===== config.mk =====
export PLATFORM = sky130hd
export DESIGN_NAME = mem_arbiter
export DESIGN_NICKNAME = d
export VERILOG_FILES = /design/src/rtl/riscv_pkg.sv /design/src/rtl/rr_picker.sv /design/src/rtl/mem_arbiter.sv
export SDC_FILE = /design/constraint.sdc
export NUM_CORES = 1
export LEC_CHECK = 0
export ABC_AREA = 1
export CORE_AREA = 2 2 156 158
export DETAILED_ROUTE_END_ITERATION = 8
export DIE_AREA = 0 0 158 160
export MAX_ROUTING_LAYER = met4
export PLACE_DENSITY = 0.68
export SLEW_MARGIN = 20
export SYNTH_ARGS = -nofsm -noshare
export SYNTH_HDL_FRONTEND = slang
export SYNTH_SLANG_ARGS = --single-unit

===== constraint.sdc =====
create_clock -name clk -period 5.5 [get_ports clk]
set_clock_uncertainty 0.05 [all_clocks]
set_input_delay 1.65 -clock clk [delete_from_list [all_inputs] [get_ports clk]]
set_output_delay 1.65 -clock clk [all_outputs]
set_load 0.02 [all_outputs]

===== src/rtl/riscv_pkg.sv =====
// rtl/riscv_pkg.sv - shared types and defaults for the memory arbiter
package riscv_pkg;

    localparam int DEFAULT_NUM_CORES = 4;

    typedef enum logic [1:0] {
        IDLE = 2'd0,
        WAIT = 2'd1,
        RESP = 2'd2
    } arb_state_t;

endpackage


===== src/rtl/rr_picker.sv =====
// rtl/rr_picker.sv - combinational round-robin winner selection
//
// Ports:
//   req        per-core request vector
//   last_grant index of the most recently served core
//   valid      at least one request is pending
//   grant      index of the winner, searching upward from last_grant+1
module rr_picker #(
    parameter int NUM_CORES = 4,
    parameter int IW        = (NUM_CORES > 1) ? $clog2(NUM_CORES) : 1
) (
    input  logic [NUM_CORES-1:0] req,
    input  logic [IW-1:0]        last_grant,
    output logic                 valid,
    output logic [IW-1:0]        grant
);

    logic [IW-1:0] idx;

    // Walk offsets from farthest to nearest so the nearest requester
    // after last_grant is the final assignment and therefore wins.
    always_comb begin
        valid = 1'b0;
        grant = '0;
        idx   = '0;
        for (int i = NUM_CORES; i >= 1; i--) begin
            idx = IW'((int'(last_grant) + i) % NUM_CORES);
            if (req[idx]) begin
                valid = 1'b1;
                grant = idx;
            end
        end
    end

endmodule


===== src/rtl/mem_arbiter.sv =====
// rtl/mem_arbiter.sv - round-robin arbiter of N cores onto one memory port
//
// Ports:
//   clk, rst                      clock, asynchronous active-high reset
//   core_req/we/addr/wdata        per-core command, held until core_ready
//   core_ready, core_err          one-hot completion pulse, timeout flag
//   core_rdata                    load data, valid with core_ready
//   mem_req/we/addr/wdata         memory command, held until mem_ack
//   mem_ack, mem_rdata            memory completion and load data
module mem_arbiter
    import riscv_pkg::*;
#(
    parameter int NUM_CORES      = DEFAULT_NUM_CORES,
    parameter int TIMEOUT_CYCLES = 255
) (
    input  logic                       clk,
    input  logic                       rst,
    input  logic [NUM_CORES-1:0]       core_req,
    input  logic [NUM_CORES-1:0]       core_we,
    input  logic [NUM_CORES-1:0][31:0] core_addr,
    input  logic [NUM_CORES-1:0][31:0] core_wdata,
    output logic [NUM_CORES-1:0]       core_ready,
    output logic                       core_err,
    output logic [31:0]                core_rdata,
    output logic                       mem_req,
    output logic                       mem_we,
    output logic [31:0]                mem_addr,
    output logic [31:0]                mem_wdata,
    input  logic                       mem_ack,
    input  logic [31:0]                mem_rdata
);

    localparam int IW = (NUM_CORES > 1) ? $clog2(NUM_CORES) : 1;
    localparam int CW = $clog2(TIMEOUT_CYCLES + 1);
    localparam logic [CW-1:0] CNT_LIMIT = CW'(TIMEOUT_CYCLES - 1);

    arb_state_t    state_q;
    arb_state_t    state_d;

    logic [IW-1:0] grant_q;
    logic [IW-1:0] last_grant_q;
    logic          we_q;
    logic [31:0]   addr_q;
    logic [31:0]   wdata_q;
    logic [31:0]   rdata_q;
    logic          err_q;
    logic [CW-1:0] cnt_q;

    logic          pick_valid;
    logic [IW-1:0] pick_grant;

    rr_picker #(
        .NUM_CORES (NUM_CORES),
        .IW        (IW)
    ) u_picker (
        .req        (core_req),
        .last_grant (last_grant_q),
        .valid      (pick_valid),
        .grant      (pick_grant)
    );

    always_ff @(posedge clk or posedge rst) begin
        if (rst) begin
            state_q <= IDLE;
        end else begin
            state_q <= state_d;
        end
    end

    always_comb begin
        state_d = state_q;
        case (state_q)
            IDLE: if (pick_valid) state_d = WAIT;
            WAIT: if (mem_ack || cnt_q == CNT_LIMIT) state_d = RESP;
            RESP: state_d = IDLE;
            default: state_d = IDLE;
        endcase
    end

    // All outputs are decoded from the registered state, so an async reset
    // of state_q forces every output low without waiting for a clock.
    always_comb begin
        core_ready = '0;
        core_err   = 1'b0;
        core_rdata = '0;
        mem_req    = 1'b0;
        mem_we     = 1'b0;
        mem_addr   = '0;
        mem_wdata  = '0;
        case (state_q)
            WAIT: begin
                mem_req   = 1'b1;
                mem_we    = we_q;
                mem_addr  = addr_q;
                mem_wdata = wdata_q;
            end
            RESP: begin
                core_ready = NUM_CORES'(1) << grant_q;
                core_err   = err_q;
                core_rdata = rdata_q;
            end
            default: ;
        endcase
    end

    always_ff @(posedge clk or posedge rst) begin
        if (rst) begin
            grant_q      <= '0;
            last_grant_q <= IW'(NUM_CORES - 1);
            we_q         <= 1'b0;
            addr_q       <= '0;
            wdata_q      <= '0;
            rdata_q      <= '0;
            err_q        <= 1'b0;
            cnt_q        <= '0;
        end else begin
            case (state_q)
                IDLE: begin
                    if (pick_valid) begin
                        grant_q <= pick_grant;
                        we_q    <= core_we[pick_grant];
                        addr_q  <= core_addr[pick_grant];
                        wdata_q <= core_wdata[pick_grant];
                        rdata_q <= '0;
                        err_q   <= 1'b0;
                        cnt_q   <= '0;
                    end
                end
                WAIT: begin
                    // An ack on the limit cycle takes priority over the abort.
                    if (mem_ack) begin
                        rdata_q <= we_q ? 32'h0 : mem_rdata;
                    end else if (cnt_q == CNT_LIMIT) begin
                        err_q   <= 1'b1;
                        rdata_q <= '0;
                    end else begin
                        cnt_q <= cnt_q + CW'(1);
                    end
                end
                RESP: begin
                    last_grant_q <= grant_q;
                end
                default: ;
            endcase
        end
    end

endmodule


# --- Word level (Yosys, flattened, before mapping) ---
# Index checks and enable logic that the tools add are counted.
word_totals:
  out_inout_bits: 103
  reg_bits: 112
  input_bits: 299
op_classes:
  magnitude_cmp: 5
  n_addsub: 5
  shifts: 1
  n_eq_ne: 9
  mux: 45
  n_reduce_logical: 8
op_table:
  columns: ["cell", "n"]
  rows:
  - ["2-to-1 mux 32 bit", 9]
  - ["binary-select mux 32 bit (select 2 bit)", 2]
  - ["case mux 32 bit (2 select lines)", 1]
  - ["2-to-1 mux 8 bit", 3]
  - ["case mux 8 bit (2 select lines)", 1]
  - ["< comparator 2 x 3 -> 1 bit (second input constant)", 5]
  - ["2-to-1 mux 1 bit", 15]
  - ["2-to-1 mux 2 bit", 6]
  - ["binary-select mux 1 bit (select 2 bit)", 5]
  - ["!= test 2 bit (second input constant)", 5]
  - ["adder 8 x 1 -> 8 bit (second input constant)", 1]
  - ["equality test 8 bit (second input constant)", 1]
  - ["AND reduction 4 bit", 2]
  - ["adder 2 x 1 -> 2 bit (second input constant)", 2]
  - ["adder 2 bit (second input constant)", 2]
  - ["2-to-1 mux 4 bit", 1]
  - ["case mux 2 bit (2 select lines)", 1]
  - ["AND reduction 2 bit", 2]
  - ["<< shifter 1 x 2 -> 4 bit (first input constant)", 1]
  - ["!= test 3 bit (second input constant)", 1]
  - ["AND reduction 3 bit", 1]
  - ["equality test 2 x 1 -> 1 bit (second input constant)", 1]
  - ["equality test 2 bit (second input constant)", 1]
  - ["zero test 2 bit", 1]
  - ["other kinds (3)", 3]

# --- Depth between registers and ports, before layout ---
# Gate-level depths: netlist of run 1.
logic_depth:
  word_depth: 9
  mapped_depth: 16
  mapped_depth_nobuf: 14

# --- By module ---
# Synthesis of run 1 repeated with hierarchy kept, for this count alone.
hier_totals:
  cells_unflattened: 1106
  area_unflattened_um2: 7214.4
modules_own_cells:
  columns: ["mod", "seq_area_each_um2", "instances", "area_per_inst_um2", "cells_each"]
  rows:
  - ["mem_arbiter", 2805.2, 1, 6967.9, 1055]
  - ["rr_picker", 0.0, 1, 246.5, 51]

# --- Worst setup path after synthesis of run 1 ---
# OpenSTA, ideal clock, no wires.
synth_path:
  path_type: "reg-to-output"
  from: "register state_q[1]"
  to: "output mem_addr[31]"
  n_path_buf: 1
  stages_incl_launch_ff: 5
  path_slack_ps: 2335
  t_required_ps: 3800
  arrival_ps: 1465
  path_cell_list: "dfrtp_1 -> nor2_1 -> inv_2 -> clkbuf_1 -> nor2_1"
synth_via:
  elab_chain_len: 2
synth_rtl:
  columns: ["element", "line", "text"]
  rows:
  - ["start, declared", "mem_arbiter.sv:37", "arb_state_t state_q;"]
  - ["start signal, assigned", "mem_arbiter.sv:66", "state_q <= state_d;"]
  - ["equality test 2 x 1 -> 1 bit", "mem_arbiter.sv:90", "case (state_q)"]
  - ["2-to-1 mux 32 bit", "mem_arbiter.sv:90", null]
  - ["end, declared", "mem_arbiter.sv:27", "output logic [31:0] mem_addr,"]
# Every way passes these cells.

# --- Worst setup path after layout of run 1 ---
layout_path:
  from: "register state_q[1]"
  to: "output mem_addr[20]"
# The elaborated chain is that of the path after synthesis.

==> reports/qor.yml, run 1 <==
run_status:
  outcome: "finished clean"
synth:
  yosysSeqAreaShare: 0.344
  ys_ff_latch: 112
  synth_warnings: 0
  synth_cell_types: 30
  syn_area_per_cell_um2: 6.10
  syn_nets: 1636
  syn_area_um2: 8140
  synth_cells: 1335
clock_tree:
  ctsHoldBuffers: 0
  cts.sinks: 112
  htree_levels: 3
  numCtsBuffers: 9
  cts_resized: 0
  root_buffer: "clkbuf_16"
  cts_tree: "built"
  path_clk_slew_ns: 0.08
  clk_latency_ns: 0.35
  clock_tree.buffer_depth: 2
  cts_setup_buffers: 0
placement:
  dp_slack_ns: 1.02
  io_buffers: 401
  place.gp.congestion: 0.913
  place.detailed.hpwl_um: 21300
drt:
  drt-initial-drc-count: 604
  drtPass1Iterations: 5
  wl_um: 29300
  via_per_inst: 4.54
  drc: 0
  vias: 9143
  drtAntennaViolNets: 0
  routedWlPerCell_um: 14.6
critical_path:
  slowest_stage: "clkdlybuf4s50_1"
  slowest_delay_ns: 0.65
  arrival_ns: 2.66
  cp_common_cell: "nor2_1"
  crit_required_ns: 3.80
  crit_type: "register to output port"
  worstSetupEndpointType: "output port"
  crit_fanout: 41
  path_cells: "nor2_1 -> inv_2 -> buf_4 -> nor2_1 -> clkdlybuf4s50_1"
  start_kind: "register"
sta:
  maxSlewHeadroom: 0.279
  final.setup.worst_slack_ns: 1.14
  grt_setup_unrepaired: "false"
  setup_violations: 0
  period_needed_ns: 4.36
  final.setup.tns_ns: 0
  max_freq_mhz: 229
  worstMarginPinSlew_ns: 1.08
  maxSlewViolCount: 0
  finalHoldViolations: 0
  fin_crit_sh: 0.793
global_routing:
  overflow: 0
  grt_pass1_wl_um: 45300
  grt_pass1_vias: 8681
  grt_usage: 0.235
  grt_max_degree: 183
  antenna_found_initial: 1
final_layout:
  regArea_um2: 2810
  layout.nets: 1983
  nFillCells: 2373
  multi_input_area_um2: 3790
  area_growth_pct: 55.8
  drive_gt1_frac: 0.0338
  final_util: 0.533
floorplanning:
  dieArea_um2: 25300
  dieWidth_um: 158
  rows: 57
  core_area_um2: 23800
  initial_utilization: 0.342
  io_pins: 402
  die_h_um: 160
hold_path:
  hold_class: "register to register"
power:
  ir_drop_mv: 0.760
  p_leak_uw: 0.00643
  power.density_nw_per_um2: 516
job:
  maxCapViolations: 0
==> sequential cells by signal, summed over array words and instances (netlist names) <==
register and cells:
we_q 1, cnt_q 8, wdata_q 32, grant_q 2, state_q 2, rdata_q 32
err_q 1, addr_q 32, last_grant_q 2
==> synthesized netlist by cell type, drive strengths merged <==
cell type,number,area share
or2,62,0.048
o32ai,1,0.0011
a21oi,4,0.0025
ha,2,0.0031
o21ai,9,0.0055
buf,42,0.033
nand3,241,0.15
nand4,3,0.0023
o22ai,32,0.025
nor2,114,0.053
o31ai,4,0.0037
dfrtp,110,0.34
xor2,2,0.0022
nand2,342,0.16
inv,324,0.15
dfstp,2,0.0065
and2,1,0.00077
clkbuf,35,0.016
nor3,3,0.0018
xnor2,1,0.0011
nand3b,1,0.00092
==> layer usage <==
metal | routed length, um | vias up | GRT usage
met2 | 14400 | 331 | 0.398
li1 | - | 4667 | -
met3 | 1980 | 65 | 0.0440
met1 | 11800 | 4080 | 0.271
met4 | 1100 | 0 | 0.0966
met5 | 0 | - | -
==> cells by family after synthesis <==
logic type,after synthesis,share of synthesized area
AND/OR/NAND/NOR,767,0.413
buffers and inverters,401,0.199
flip-flops,112,0.344
AO/OA/AOI/OAI,50,0.0373
XOR/XNOR,3,0.00323
adder cells (fa/ha/maj),2,0.00307
==> cell type report <==
type | count | area share
sequential | 112 | 0.221
inverter | 324 | 0.0961
multi-input combinational | 822 | 0.298
clock buffer | 9 | 0.0178
clock inverter | 7 | 0.00986
timing repair buffer | 413 | 0.325
antenna | 1 | 0.000197
tap | 324 | 0.0320
==> critical path, delay by kind of cell (launching register included) <==
kind | cells | cell delay (ns)
buffers and inverters | 3 | 1.41
AND/OR/NAND/NOR | 2 | 0.45
flip-flops | 1 | 0.44
==> path summary, 6_finish.rpt <==
check	start	to	slack, ns	depth (start not counted)
setup reg to reg	last_grant_q[0]$_DFFE_PP1P_	addr_q[16]$_DFFE_PP0P_	2.50	13
hold / removal	wdata_q[16]$_DFFE_PP0P_	wdata_q[16]$_DFFE_PP0P_	0.43	2
min in group asynchronous	rst	rdata_q[17]$_DFFE_PP0P_	1.78	2
max in group asynchronous	rst	last_grant_q[1]$_DFFE_PP1P_	2.67	3
hold reg to reg	wdata_q[16]$_DFFE_PP0P_	wdata_q[16]$_DFFE_PP0P_	0.43	2
setup / recovery	state_q[1]$_DFFE_PP0P_	mem_addr[20]	1.14	5
==> where the power goes <==
group	switching [uW]	internal, uW	total (uW)
Clock	337	451	788
Sequential	180	1190	1370
Combinational	2800	1590	4390
Total	3310	3240	6550
==> cell usage in the layout (no fill, tap or decap), types with 4 or more instances in the layout <==
cell             instances
clkdlybuf4s50_1        401
nand2_1                337
inv_1                  320
nand3_1                239
nor2_1                 111
dfrtp_1                110
o22ai_1                 32
or2_0                   26
or2_1                   24
or2_2                   12
buf_4                   11
clkbuf_16                9
o21ai_0                  6
o31ai_1                  4
==> metrics by stage <==
stage          std cells  area (um2)  hold WS, ns  power [uW]
6_report            2012       12700        0.432        6550
5_1_grt             2012       12700        0.456        7170
4_1_cts             2010       12700        0.436        6610
3_5_place_dp        1994       12300        0.416        5780
3_3_place_gp        1994       12300        0.414        5720
2_1_floorplan       1335        8140        0.399        4400
Note: power is estimated with default switching activity, not from simulation.
==> run 2: changes to the inputs <==
--- a/config.mk
+++ b/config.mk
@@ -6,11 +6,11 @@
 export NUM_CORES = 1
 export LEC_CHECK = 0
 export ABC_AREA = 1
-export CORE_AREA = 2 2 156 158
+export CORE_AREA = 2 2 154 156
 export DETAILED_ROUTE_END_ITERATION = 8
-export DIE_AREA = 0 0 158 160
+export DIE_AREA = 0 0 156 158
 export MAX_ROUTING_LAYER = met4
-export PLACE_DENSITY = 0.68
+export PLACE_DENSITY = 0.73
 export SLEW_MARGIN = 20
 export SYNTH_ARGS = -nofsm -noshare
 export SYNTH_HDL_FRONTEND = slang
==> constraint.sdc (replaced) <==
create_clock -name clk -period 3.77 [get_ports clk]
set_clock_uncertainty 0.05 [all_clocks]
set_input_delay 1.131 -clock clk [delete_from_list [all_inputs] [get_ports clk]]
set_output_delay 1.131 -clock clk [all_outputs]
set_load 0.02 [all_outputs]
==> run 2 against run 1 <==
Critical path depth stayed put. Cell area is 0.32% higher. Flip-flop and latch count stayed put. Clock power is 22% higher. Hold slack worse by 0.0036 ns. Critical path type unchanged. Largest power group unchanged.
==> reports/qor.yml, run 2 (synthesized netlist as in run 1, its figures left out) <==
run_status:
  outcome: "finished clean"  # unchanged
final_layout:
  stdcell_area_um2: 12700  # about the same
  diodes: 0  # was 1
  drive_gt1_frac: 0.0394  # was 0.0338
  area_growth_pct: 56.3  # was 55.8%
  final_util: 0.552  # was 0.533
  layout_common_cells: "401 x clkdlybuf4s50_1, 338 x nand2_1, 320 x inv_1"  # was 401 x clkdlybuf4s50_1, 337 x nand2_1, 320 x inv_1
  top_regs: "addr_q (32), rdata_q (32), wdata_q (32)"  # unchanged
  finalNonFillerCells: 1989  # was 2,012
  layout.nets: 1995  # was 1,983
  final_common_cell: "clkdlybuf4s50_1"  # unchanged
power:
  ir_drop_mv: 0.464  # was 0.760 mV
  power.density_nw_per_um2: 751  # was 516 nW/um2
  p_sw_uw: 4840  # was 3310 uW
  switching_share: 0.506  # about the same
  power_frac_seq: 0.209  # about the same
  clockPowerShare: 0.101  # was 0.120
  p_leak_uw: 0.00649  # was 0.00643 uW
  p_comb_frac: 0.690  # was 0.670
  intPower_uw: 4720  # was 3240 uW
clock_tree:
  root_buffer: "clkbuf_16"  # unchanged
  clock_tree.buffer_depth: 2  # unchanged
  clk_latency_ns: 0.35  # about the same
  cts_tree: "built"  # unchanged
  numCtsBuffers: 9  # unchanged
  cts_setup_buffers: 0  # unchanged
  ctsHoldBuffers: 0  # unchanged
  htree_levels: 3  # unchanged
  cts_resized: 0  # unchanged
  path_clk_slew_ns: 0.07  # was 0.08 ns
  cts.sinks: 112  # unchanged
global_routing:
  antenna_found_initial: 0  # was 1
  grt_pass1_wl_um: 43800  # was 45,300 um
  grt_pass1_vias: 8707  # was 8,681
  grt_max_degree: 113  # was 183
  overflow: 0  # unchanged
  grt_usage: 0.230  # was 0.235
floorplanning:
  io_pins: 402  # unchanged
  core_area_um2: 23100  # was 23,800 um2
  rows: 56  # was 57
  dieWidth_um: 156  # was 158 um
  dieArea_um2: 24600  # was 25,300 um2
  die_h_um: 158  # was 160 um
  initial_utilization: 0.353  # was 0.342
critical_path:
  crit_type: "register to output port"  # unchanged
  worstSetupEndpointType: "output port"  # unchanged
  crit_fanout: 43  # was 41
  cp_common_cell: "nor2_1"  # unchanged
  crit_required_ns: 2.59  # was 3.80 ns
  path_depth: 5  # unchanged
  r2r_end: "wdata_q[19]$_DFFE_PP0P_"  # was addr_q[16]$_DFFE_PP0P_
  slowest_stage: "clkdlybuf4s50_1"  # unchanged
  rr_startpoint: "last_grant_q[0]$_DFFE_PP1P_"  # unchanged
  start_kind: "register"  # unchanged
  crit_buf_inv: 3  # unchanged
  reg2reg_depth: 14  # was 13
  r2r_slack_ns: 1.08  # was 2.50 ns
  cpLargestDelayFamily: "buffers and inverters"  # unchanged
  setup.worst_path.end: "mem_wdata[9]"  # was mem_addr[20]
  slowest_delay_ns: 0.65  # about the same
  arrival_ns: 2.30  # was 2.66 ns
  startpoint: "state_q[1]$_DFFE_PP0P_"  # unchanged
  path_cells: "nor2_1 -> inv_2 -> buf_4 -> nor2_1 -> clkdlybuf4s50_1"  # unchanged
sta:
  maxSlewHeadroom: 0.356  # was 0.279
  period_needed_ns: 3.48
  maxSlewViolCount: 0  # unchanged
  grt_setup_unrepaired: "false"  # unchanged
  worstMarginPinSlew_ns: 0.965  # was 1.08 ns
  fin_crit_sh: 0.924
  final.setup.tns_ns: 0  # unchanged
  finalHoldViolations: 0  # unchanged
  max_freq_mhz: 287
  setup_violations: 0  # unchanged
placement:
  placed_area_um2: 12400  # was 12,300 um2
  io_buffers: 401  # unchanged
  dp.cells: 1973  # was 1,994
  place.gp.congestion: 0.886  # was 0.913
  place.detailed.hpwl_um: 21500  # was 21,300 um
drt:
  drtPass1Iterations: 5  # unchanged
  drc: 0  # unchanged
  vias: 9078  # was 9,143
  wl_um: 28500  # was 29,300 um
  routedWlPerCell_um: 14.3  # was 14.6 um
  drtAntennaViolNets: 0  # unchanged
  drt-initial-drc-count: 502  # was 604
  via_per_inst: 4.56  # was 4.54
job:
  maxCapViolations: 0  # unchanged
hold_path:
  hold_class: "register to register"  # unchanged
-- run 2: cell count changes in the layout (fill, tap and decap cells not counted), sizes merged --
cell	delta
clkinv	+4
clkbuf	+1
diode	-1
inv	-1
clkinvlp	-1
bufinv	-3
buf	+12
-- run 2: through the flow --
step | setup slack, ns | hold WS [ns] | total power [uW]
floorplan | 1.12 | 0.399 | 6420
global placement | 0.213 | 0.413 | 8580
detailed placement | 0.177 | 0.415 | 8670
CTS | 0.248 | 0.435 | 9670
global route | 0.183 | 0.451 | 10500
finish | 0.287 | 0.429 | 9560
-- run 2: worst min-delay path: stages (launching register included) --
cell and delay [ns]:
dfrtp_1 0.34, nand2_1 0.06, nand2_1 0.05
-- run 2: per-layer routing --
layer  GRT usage  vias up  part of all wire  wire length (um)
li1            -     4680                 -                 -
met1       0.266     4035              0.42             11900
met2       0.399      317              0.49             14000
met3      0.0490       46             0.066              1870
met4      0.0760        0             0.026               737
met5           -        -                 0                 0
-- run 2: cell type report --
type / instances / area, um2
flip-flops and latches: 112 / 2810
clock buffers: 10 / 239
fillers: 2247 / 10300
clock inverters: 6 / 62.6
well taps: 290 / 363
repair buffers: 425 / 4270
inverters: 324 / 1220
multi-input cells: 822 / 3770
-- run 2: worst min path at each step --
| stage | start | endpoint | slack [ns] | depth (start not counted) |
|---|---|---|---|---|
| global route | addr_q[27]$_DFFE_PP0P_ | addr_q[27]$_DFFE_PP0P_ | 0.45 | 2 |
| CTS | wdata_q[15]$_DFFE_PP0P_ | wdata_q[15]$_DFFE_PP0P_ | 0.43 | 2 |
| finish | wdata_q[15]$_DFFE_PP0P_ | wdata_q[15]$_DFFE_PP0P_ | 0.43 | 2 |
| detailed placement | wdata_q[19]$_DFFE_PP0P_ | wdata_q[19]$_DFFE_PP0P_ | 0.42 | 2 |
| floorplan | addr_q[10]$_DFFE_PP0P_ | addr_q[10]$_DFFE_PP0P_ | 0.40 | 2 |
| global placement | wdata_q[10]$_DFFE_PP0P_ | wdata_q[10]$_DFFE_PP0P_ | 0.41 | 2 |
-- run 2: power by group through the flow --
stage	registers [uW]	logic, uW	clock network, uW
global route	2060	7360	1040
detailed placement	2020	6650	0
CTS	2000	6670	993
finish	2000	6590	965
global placement	2000	6570	0
floorplan	1940	4470	0
